--- config.mk ---
export PLATFORM = sky130hd
export DESIGN_NAME = control_pipeline
export DESIGN_NICKNAME = d
export VERILOG_FILES = /design/src/rtl/ctrl_pkg.sv /design/src/rtl/ctrl_stage_reg.sv /design/src/rtl/control_pipeline.sv
export SDC_FILE = /design/constraint.sdc
export NUM_CORES = 1
export LEC_CHECK = 0
export ABC_AREA = 1
export ABC_CLOCK_PERIOD_IN_PS = 1300
export BUFFER_PORTS_ARGS = -buffer_cell sky130_fd_sc_hd__clkbuf_2
export CORE_MARGIN = 2
export CORE_UTILIZATION = 41
export DETAILED_ROUTE_END_ITERATION = 12
export GPL_TIMING_DRIVEN = 0
export PLACE_DENSITY_LB_ADDON = 0.15
export SYNTH_ARGS = -nofsm -noshare
export SYNTH_HDL_FRONTEND = slang
export SYNTH_SLANG_ARGS = --single-unit
export TNS_END_PERCENT = 50
--- constraint.sdc ---
create_clock -name clk -period 1.3 [get_ports clk]
set_input_delay 0.195 -clock clk [delete_from_list [all_inputs] [get_ports clk]]
set_output_delay 0.195 -clock clk [all_outputs]
set_load 0.02 [all_outputs]
--- src/rtl/ctrl_pkg.sv ---
// Shared encodings for the decode-to-writeback control pipeline.
package ctrl_pkg;

  localparam logic [6:0] OP_R    = 7'b0110011;
  localparam logic [6:0] OP_I    = 7'b0010011;
  localparam logic [6:0] OP_S    = 7'b0100011;
  localparam logic [6:0] OP_B    = 7'b1100011;
  localparam logic [6:0] OP_U    = 7'b0110111;
  localparam logic [6:0] OP_J    = 7'b1101111;
  localparam logic [6:0] OP_LW   = 7'b0000011;
  localparam logic [6:0] OP_JALR = 7'b1100111;

  localparam logic [2:0] BR_NONE = 3'b000;
  localparam logic [2:0] BR_BEQ  = 3'b001;
  localparam logic [2:0] BR_BNE  = 3'b010;
  localparam logic [2:0] BR_BLT  = 3'b011;
  localparam logic [2:0] BR_BGE  = 3'b100;

  localparam logic [1:0] J_NONE = 2'b00;
  localparam logic [1:0] J_JAL  = 2'b01;
  localparam logic [1:0] J_JALR = 2'b10;

  localparam logic [1:0] RES_ALU = 2'b00;
  localparam logic [1:0] RES_MEM = 2'b01;
  localparam logic [1:0] RES_PC4 = 2'b10;
  localparam logic [1:0] RES_IMM = 2'b11;

  localparam logic [1:0] PC_SEQ = 2'b00;
  localparam logic [1:0] PC_TGT = 2'b01;
  localparam logic [1:0] PC_ALU = 2'b10;

  // Field widths of the E-stage bundle excluding rd
  localparam int unsigned E_CTRL_W = 14;
  localparam int unsigned M_CTRL_W = 5;
  localparam int unsigned W_CTRL_W = 4;

endpackage

--- src/rtl/ctrl_stage_reg.sv ---
// Pipeline stage register: clear (bubble) has priority over enable (not stalled).
module ctrl_stage_reg #(
  parameter int unsigned W = 8
) (
  input  logic         clk,
  input  logic         rst_n,
  input  logic         en,
  input  logic         clr,
  input  logic [W-1:0] d,
  output logic [W-1:0] q
);

  always_ff @(posedge clk or negedge rst_n) begin
    if (!rst_n)   q <= '0;
    else if (clr) q <= '0;
    else if (en)  q <= d;
  end

endmodule

--- src/rtl/control_pipeline.sv ---
// Carries decoded control through E/M/W, resolves branches in E, counts retirements.
module control_pipeline
  import ctrl_pkg::*;
#(
  parameter int unsigned CNT_W = 32,
  parameter int unsigned RD_W  = 5
) (
  input  logic             clk,
  input  logic             rst_n,
  input  logic             validD,
  input  logic             regWriteD,
  input  logic             memWriteD,
  input  logic             ALUSrcD,
  input  logic             luiD,
  input  logic [1:0]       resultSrcD,
  input  logic [1:0]       jumpD,
  input  logic [1:0]       ALUOpD,
  input  logic [2:0]       branchD,
  input  logic [RD_W-1:0]  rdD,
  input  logic             stallE,
  input  logic             flushE,
  input  logic             zeroE,
  input  logic             ltE,
  output logic             ALUSrcE,
  output logic             luiE,
  output logic             memWriteE,
  output logic             regWriteE,
  output logic [1:0]       ALUOpE,
  output logic [1:0]       resultSrcE,
  output logic [RD_W-1:0]  rdE,
  output logic [1:0]       pcSrcE,
  output logic             takenE,
  output logic             regWriteM,
  output logic             memWriteM,
  output logic [1:0]       resultSrcM,
  output logic [RD_W-1:0]  rdM,
  output logic             regWriteW,
  output logic [1:0]       resultSrcW,
  output logic [RD_W-1:0]  rdW,
  output logic [CNT_W-1:0] retiredCnt
);

  localparam int unsigned EW = E_CTRL_W + RD_W;
  localparam int unsigned MW = M_CTRL_W + RD_W;
  localparam int unsigned WW = W_CTRL_W + RD_W;

  logic [EW-1:0] w_d_bus, w_e_q;
  logic [MW-1:0] w_m_d, w_m_q;
  logic [WW-1:0] w_w_d, w_w_q;
  logic          w_e_valid, w_m_valid, w_w_valid;
  logic [1:0]    w_e_jump;
  logic [2:0]    w_e_branch;
  logic          w_br_taken;
  logic [CNT_W-1:0] r_cnt;

  // Invalid D slots enter as all-zero so no stage ever carries stray controls
  assign w_d_bus = validD ? {1'b1, regWriteD, memWriteD, ALUSrcD, luiD, resultSrcD,
                             jumpD, ALUOpD, branchD, rdD} : '0;

  ctrl_stage_reg #(.W(EW)) u_stage_e (
    .clk(clk), .rst_n(rst_n), .en(~stallE), .clr(flushE), .d(w_d_bus), .q(w_e_q)
  );

  assign {w_e_valid, regWriteE, memWriteE, ALUSrcE, luiE, resultSrcE,
          w_e_jump, ALUOpE, w_e_branch, rdE} = w_e_q;

  // A held E instruction must not also advance, so M takes a bubble
  assign w_m_d = {w_e_valid, regWriteE, memWriteE, resultSrcE, rdE};

  ctrl_stage_reg #(.W(MW)) u_stage_m (
    .clk(clk), .rst_n(rst_n), .en(1'b1), .clr(stallE & ~flushE), .d(w_m_d), .q(w_m_q)
  );

  assign {w_m_valid, regWriteM, memWriteM, resultSrcM, rdM} = w_m_q;

  assign w_w_d = {w_m_valid, regWriteM, resultSrcM, rdM};

  ctrl_stage_reg #(.W(WW)) u_stage_w (
    .clk(clk), .rst_n(rst_n), .en(1'b1), .clr(1'b0), .d(w_w_d), .q(w_w_q)
  );

  assign {w_w_valid, regWriteW, resultSrcW, rdW} = w_w_q;

  always_ff @(posedge clk or negedge rst_n) begin
    if (!rst_n)         r_cnt <= '0;
    else if (w_w_valid) r_cnt <= r_cnt + CNT_W'(1);
  end

  assign retiredCnt = r_cnt;

  // Branch direction from the ALU flags
  always_comb begin
    w_br_taken = 1'b0;
    case (w_e_branch)
      BR_BEQ:  w_br_taken = zeroE;
      BR_BNE:  w_br_taken = ~zeroE;
      BR_BLT:  w_br_taken = ltE;
      BR_BGE:  w_br_taken = ~ltE;
      default: w_br_taken = 1'b0;
    endcase
  end

  // Jumps take precedence over branches; an invalid E never redirects
  always_comb begin
    pcSrcE = PC_SEQ;
    if (w_e_valid) begin
      case (w_e_jump)
        J_JAL:   pcSrcE = PC_TGT;
        J_JALR:  pcSrcE = PC_ALU;
        J_NONE:  pcSrcE = w_br_taken ? PC_TGT : PC_SEQ;
        default: pcSrcE = PC_SEQ;
      endcase
    end
    takenE = (pcSrcE != PC_SEQ);
  end

endmodule

==> out/qor.yml, run 1 <==
place_inst: 542
coreArea_mm2: 0.00777
synthAdderAreaFrac_pct: 0.380
swShare_pct: 29.3
synth.distinct_cells: 27
syn-num-nets: 377
synth_area_leaders: "dfrtp_1, nand2_1, buf_4, nand3_1, inv_1"
ctsRootBufferMaster: "clkbuf_8"
clk_latency_ns: 0.35
critical_path.cell_chain: "o21ai_1 > nand3_1 > nand2_1 > nand3_2 > nand2_1 > clkbuf_8"
grt_max_degree: 46
timing.fmax_mhz: 641
ir_worst_vdd_uv: 646
rsz0062_at_grt: "yes"
finalPower_mw: 5.13
r2r_end: "retiredCnt[15]$_DFFE_PN0P_"
worst_slew_pin_slew_ns: 0.490
ys_ff_latch: 70
criticalPathCategory: "reg2out"
rr_startpoint: "retiredCnt[2]$_DFFE_PN0P_"
wl_um: 7510
ys_seq_area_share_pct: 53.3
avgViaCountPerCell: 4.74
drive_gt1_share_pct: 47.5
muxShareOfSynthArea_pct: 0.342
cp.arrival_ns: 1.36
start_kind: "flip-flop"
synth_top_cell_area_share_pct: 53.3
overflow: 0
cp_data_required_time_ns: 1.11
drtIter0Drc: 69
clk_pin_slew_ns: 0.07
max_slew_margin_pct: 67.4
syn_to_final_growth_pct: 39.1
worstPathMaxFanout: 4
hold_violations: 0
power.share.combinational_pct: 20.4
synth_compound_area_share_pct: 4.41
antenna_found_initial: 0
clkPwrFrac_pct: 32.0
fp.dieW_um: 93.6
hp-class: "in2reg"
crit_top_cell: "nand2_1"
power_density_mw_per_mm2: 1120
crit_path_max_incr_delay_ns: 0.41
layout_worst_path_cycle_share_pct: 120
min_period_ns: 1.56
dpl_cell_area_mm2: 0.00392
drc: 0
portBuffers: 88
power_frac_seq_pct: 47.6
dpl.hpwl_um: 4960
die_h_um: 93.6
grt_pass1_wl_um: 11900
synth_top_area_cell: "dfrtp_1"
cts.path.max_buffers: 2
diodes: 0
hp-start: "jumpD[1]"
synth_xor_area_share_pct: 5.59
whs_path_depth: 3
rows: 32
end_kind: "primary output"
grt_pass1_vias: 2677
synthCells: 351
violations: "setup timing"
dieArea_mm2: 0.00876
grtUsageTotal_pct: 17.4
hold_ws_ns: 0.0887
drt-pass1-iter-count: 4
postSynthAreaPerCell_um2: 9.37
start_util_pct: 42.3
maxSlewViolCount: 0
io_pins: 90
netlist_area_mm2: 0.00329
rr_worst_depth: 6
finalClockSkew_ns: 0.0111
fin_util_pct: 58.9
nets: 509
htreeDepth: 3
gp_congestion: 0.826
p_sw_mw: 1.50
leakage_nw: 2.39
min_to: "u_stage_e.q[11]$_DFFE_PN0N_"
fin_ws_ns: -0.259
yosys_warnings: 0
synth_top_family_by_area: "simple AND/OR/NAND/NOR gates"
cts_sinks: 70
cap_violations: 0
post_drt_wl_per_cell_um: 12.7
status: "complete, but fails checks"
synthSimpleGateAreaFrac_pct: 24.5
via_count: 2794
cts_inserted_buffers: 9
post-route-cell-area_mm2: 0.00457
cts_tree: "yes"
critPathSlowestCell: "dfrtp_1"
instances_no_fill: 590
finalSetupViolCount: 20
final_antenna_net_count: 0
power.internal_mw: 3.62
reg2reg_slack_ns: -0.11
logic make-up (layout without fill, tap and decap cells):
group / after synthesis / in the layout
simple gates: 158 / 158
buf+inv: 77 / 214
flops: 70 / 70
compound gates: 23 / 23
xor+xnor: 21 / 21
fa+ha+maj: 1 / 1
mux: 1 / 1
power groups by stage:
stage	logic, mW	clock network [mW]	registers, mW
2_1_floorplan	0.312	0	2.56
3_3_place_gp	0.639	0	2.49
3_5_place_dp	0.658	0	2.49
4_1_cts	0.917	1.69	2.43
5_1_grt	1.13	1.78	2.46
6_report	1.04	1.64	2.44
worst max-delay path by stage:
stage                                from                         end  slack (ns)  cells after the start
2_1_floorplan   retiredCnt[0]$_DFFE_PN0P_  retiredCnt[24]$_DFFE_PN0P_       -0.08                      8
3_3_place_gp                        rst_n   retiredCnt[0]$_DFFE_PN0P_       -0.70                      1
3_5_place_dp    retiredCnt[0]$_DFFE_PN0P_  retiredCnt[26]$_DFFE_PN0P_       -0.13                      8
4_1_cts        u_stage_e.q[5]$_DFFE_PN0N_                      takenE       -0.25                      7
5_1_grt        u_stage_e.q[6]$_DFFE_PN0N_                   pcSrcE[0]       -0.39                      8
6_report       u_stage_e.q[5]$_DFFE_PN0N_                      takenE       -0.26                      6
metal layers:
| metal | part of all wire [%] | vias to the layer above | track usage, % |
|---|---|---|---|
| met2 | 50 | 85 | 29.2 |
| met5 | 0 | - | 0 |
| met4 | 2.2 | 0 | 7.61 |
| met1 | 41 | 1335 | 21.3 |
| met3 | 6.5 | 13 | 4.27 |
| li1 | - | 1361 | - |
critical path, delay by kind of cell, from the launching register on:
family | cells | cell delay (ns)
DFF | 1 | 0.41
buffers and inverters | 1 | 0.14
AOI/OAI and AO/OA | 1 | 0.15
and+or+nand+nor | 4 | 0.32
cells in the mapped netlist:
master and n:
dfrtp_1 70, nand2_1 53, inv_1 44, nand3_1 35, nor2_1 32, buf_4 24, o21ai_0 16, xor2_1 12
nand4_1 10, xnor2_1 9, a32o_1 6, clkbuf_1 5, nand2_2 5, nor2_2 5, nor2_4 5, inv_2 4
nand3_2 4, nand3b_1 2, nor3_1 2, a21oi_1 1, and3_1 1, ha_1 1, mux2_2 1, nand4_2 1
nor2_8 1, nor3_2 1, nor3_4 1
final cells by class:
type | count | area, um2
fillers | 706 | 3190
flip-flops and latches | 70 | 1770
multi-input cells | 204 | 1350
repair buffers | 121 | 758
plain buffers | 29 | 203
inverters | 48 | 180
clock buffers | 11 | 151
well taps | 102 | 128
clock inverters | 5 | 33.8
per-stage QoR:
stage	setup slack [ns]	setup TNS [ns]
after floorplan	-0.0754	-0.568
after global routing	-0.385	-3.65
after CTS	-0.254	-1.11
after detailed placement	-0.125	-1.52
final	-0.259	-1.39
after global placement	-0.697	-40.32
flip-flops by register name (all words and copies together), names as in the netlist:
signal	flops
u_stage_e.q	19
retiredCnt	32
u_stage_m.q	10
u_stage_w.q	9
cell usage in the layout (no fill, tap or decap), types with 2 or more instances in the layout:
master	synthesis	layout
clkbuf_2	0	83
dfrtp_1	70	55
buf_4	24	53
nand2_1	53	49
inv_1	44	42
nor2_1	32	24
nand3_1	35	24
dfrtp_2	0	15
nand3_2	4	13
o21ai_0	16	13
clkbuf_8	0	13
nor2_4	5	12
xor2_1	12	12
nand4_1	10	10
nand2_2	5	8
xnor2_1	9	8
nor2_2	5	6
inv_2	4	6
a32o_1	6	6
clkbuf_1	5	5
o21ai_1	0	3
nor3_4	1	3
nand3_4	0	2
nand3b_1	2	2
clkinv_2	0	2
clkinvlp_4	0	2
buf_12	0	2
timing repair:
action                                 in CTS  in global routing
setup buffers                              21                 10
endpoints found under the hold margin      25                  0
setup endpoints to repair                  22                 25
resized for setup                          29                 32
pin swaps                                  18                 20
hold buffers                                1                  0
(Power assumes the default switching activity.)
==> inputs of run 2 (changes only) <==
Settings changed: ABC_AREA 1 to not set.
==> run 2 against run 1 <==
The flow still finishes with violations (setup timing). Clock skew decreased by 0.0029 ns. Hold slack got worse by 0.019 ns. Critical endpoint unchanged. Global-route usage decreased by 1.5 points. Clock power increased by 5%.
==> out/qor.yml, run 2 <==
status: "complete, but fails checks"  # unchanged
violations: "setup timing"  # unchanged
synth-edff-count: 0  # unchanged
gp_congestion: 0.780  # was 0.826
synth.distinct_cells: 30  # was 27
grtUsageTotal_pct: 15.9  # was 17.4%
worst_slew_pin_slew_ns: 0.638  # was 0.490 ns
place_ws_ns: -0.288  # was -0.125 ns
maxSlewViolCount: 0  # unchanged
antenna_found_initial: 0  # unchanged
cts_inserted_buffers: 9  # unchanged
multiInputGateArea_mm2: 0.00106  # was 0.00135 mm2
max_slew_margin_pct: 57.3  # was 67.4%
die_h_um: 88.5  # was 93.6 um
drtIter0Drc: 62  # was 69
met3_usage_pct: 3.92  # was 4.27%
hold_violations: 0  # unchanged
drc: 0  # unchanged
cts_tree: "yes"  # unchanged
overflow: 0  # unchanged
fp.dieW_um: 88.5  # was 93.6 um
netlist_area_mm2: 0.00293  # was 0.00329 mm2
dpl_cell_area_mm2: 0.00357  # was 0.00392 mm2
cap_violations: 0  # unchanged
nets: 371  # was 509
seqCellArea_mm2: 0.00177  # about the same
power_frac_seq_pct: 51.3  # was 47.6%
dpl.hpwl_um: 3890  # was 4960 um
final_cell_mix: "clkbuf_2, dfrtp_1, buf_4"  # unchanged
finalSetupViolCount: 20  # unchanged
final.setup.tns_ns: -3.13  # was -1.39 ns
grtUsageMet1_pct: 19.9  # was 21.3%
largest_reg_flops: 32  # unchanged
fin_ws_ns: -0.378  # was -0.259 ns
layout_worst_path_cycle_share_pct: 129  # was 120%
criticalPathCategory: "reg2out"  # unchanged
dieArea_mm2: 0.00783  # was 0.00876 mm2
final_antenna_net_count: 0  # unchanged
post-route-cell-area_mm2: 0.00400  # was 0.00457 mm2
swShare_pct: 26.2  # was 29.3%
coreArea_mm2: 0.00683  # was 0.00777 mm2
grt_pass1_vias: 2031  # was 2,677
cts_sinks: 70  # unchanged
via_count: 2090  # was 2,794
clkPwrFrac_pct: 36.4  # was 32.0%
grt_pass1_wl_um: 9450  # was 11,900 um
finalClockSkew_ns: 0.00826  # was 0.0111 ns
fill_cells: 599  # was 706
power.share.combinational_pct: 12.3  # was 20.4%
timing.fmax_mhz: 596  # was 641 MHz
grt_max_degree: 40  # was 46
cp_data_required_time_ns: 1.11  # about the same
p_sw_mw: 1.24  # was 1.50 mW
wl_um: 5790  # was 7510 um
start_util_pct: 42.8  # was 42.3%
diodes: 0  # unchanged
min_period_ns: 1.68  # was 1.56 ns
hold_ws_ns: 0.0694  # was 0.0887 ns
power_density_mw_per_mm2: 1180  # was 1120 mW/mm2
synth_top_area_cell: "dfrtp_1"  # unchanged
ys_seq_area_share_pct: 59.9  # was 53.3%
layout_commonest_cell: "clkbuf_2"  # unchanged
drive_gt1_share_pct: 51.7  # was 47.5%
synth_area_leaders: "dfrtp_1, xnor2_1, buf_4, a22o_1, nand4_1"  # was dfrtp_1, nand2_1, buf_4, nand3_1, inv_1
finalPower_mw: 4.73  # was 5.13 mW
post_drt_wl_per_cell_um: 13.0  # was 12.7 um
grt.busiest_layer: "met2"  # unchanged
hp-class: "in2reg"  # unchanged
cp.arrival_ns: 1.48  # was 1.36 ns
ir_worst_vdd_uv: 484  # was 646 uV
drt-pass1-iter-count: 4  # unchanged
syn-num-nets: 259  # was 377
worstPathMaxFanout: 4  # unchanged
clk_pin_slew_ns: 0.07  # about the same
avgViaCountPerCell: 4.69  # was 4.74
cts.path.max_buffers: 2  # unchanged
postSynthAreaPerCell_um2: 12.6  # was 9.37 um2
io_pins: 90  # unchanged
htreeDepth: 3  # unchanged
leakage_nw: 2.07  # was 2.39 nW
portBuffers: 89  # was 88
grtUsageMet2_pct: 25.3  # was 29.2%
rsz0062_at_grt: "yes"  # unchanged
ctsRootBufferMaster: "clkbuf_8"  # unchanged
start_kind: "flip-flop"  # unchanged
synth_top_cell_area_share_pct: 59.9  # was 53.3%
ys_ff_latch: 70  # unchanged
rows: 30  # was 32
synthCells: 233  # was 351
syn_to_final_growth_pct: 36.8  # was 39.1%
clk_latency_ns: 0.34  # was 0.35 ns
end_kind: "primary output"  # unchanged
async_flop_share_pct: 100  # unchanged
power.internal_mw: 3.49  # was 3.62 mW
yosysMostFrequentCell: "dfrtp_1"  # unchanged
yosys_warnings: 0  # unchanged
synth_ff_type: "dfrtp_1"  # unchanged
synthTopCellsByCount: "dfrtp_1, xnor2_1, buf_4"  # was dfrtp_1, nand2_1, inv_1
==> run 2: worst paths after layout <==
path / cells after the start / slack [ns] / from / to
min reg2reg: 0 / 0.35 / u_stage_m.q[9]$_DFF_PN0_ / u_stage_w.q[8]$_DFF_PN0_
max: 4 / -0.38 / u_stage_e.q[5]$_DFFE_PN0N_ / takenE
max reg2reg: 7 / -0.22 / retiredCnt[12]$_DFFE_PN0P_ / retiredCnt[29]$_DFFE_PN0P_
max in group asynchronous: 3 / 0.36 / rst_n / u_stage_w.q[8]$_DFF_PN0_
min in group asynchronous: 2 / 0.37 / rst_n / retiredCnt[27]$_DFFE_PN0P_
min: 2 / 0.07 / rdD[4] / u_stage_e.q[4]$_DFFE_PN0N_
==> run 2: final cells by class <==
class | count | share of cell area, %
Inverter | 4 | 0.375
Buffer | 31 | 6.22
Clock inverter | 4 | 1.19
Sequential cell | 70 | 44.3
Tap cell | 96 | 3.00
Clock buffer | 12 | 3.63
Multi-Input combinational cell | 128 | 26.5
Timing Repair Buffer | 101 | 14.8
==> run 2: stage by stage <==
step	instances	utilization, %
final	446	58.6
after global routing	446	58.6
after CTS	446	57.6
after detailed placement	419	52.3
after global placement	418	51.9
after floorplan	233	-
==> run 2: worst max-delay path, stage by stage, from the launching register on <==
cell and delay, ns:
dfrtp_1 0.42, nor4b_2 0.30, nor3_1 0.10, o22ai_1 0.16, buf_4 0.16
==> run 2: cell families (layout without fill, tap and decap cells) <==
group           count (synthesis)  count (layout)  share of synthesized area (%)
buf+inv                        35             152                           7.83
simple gates                   73              73                           15.7
fa+ha+maj                       1               1                          0.428
compound gates                 21              21                           6.16
xor+xnor                       31              31                           9.28
mux                             2               2                          0.727
flops                          70              70                           59.9
==> run 2: layer usage <==
layer	wire length (um)	share of wire, %
met5	0	0
met4	130	2.2
met3	320	5.5
met2	2790	48
met1	2550	44
==> run 2: power by group through the flow <==
stage	Combinational [mW]	Clock (mW)	Sequential, mW
3_3_place_gp	0.572	0	2.46
5_1_grt	0.641	1.87	2.45
4_1_cts	0.599	1.79	2.43
2_1_floorplan	0.246	0	2.55
3_5_place_dp	0.594	0	2.46
6_report	0.583	1.72	2.42
==> run 2: repair_timing <==
action                                  CTS  global route
setup buffers                             9             0
endpoints found under the setup margin   25            26
pin swaps                                15            12
hold buffers                              1             0
gates resized for setup                  19            18
hold endpoints to repair                 31             0
gates cloned                              1             0
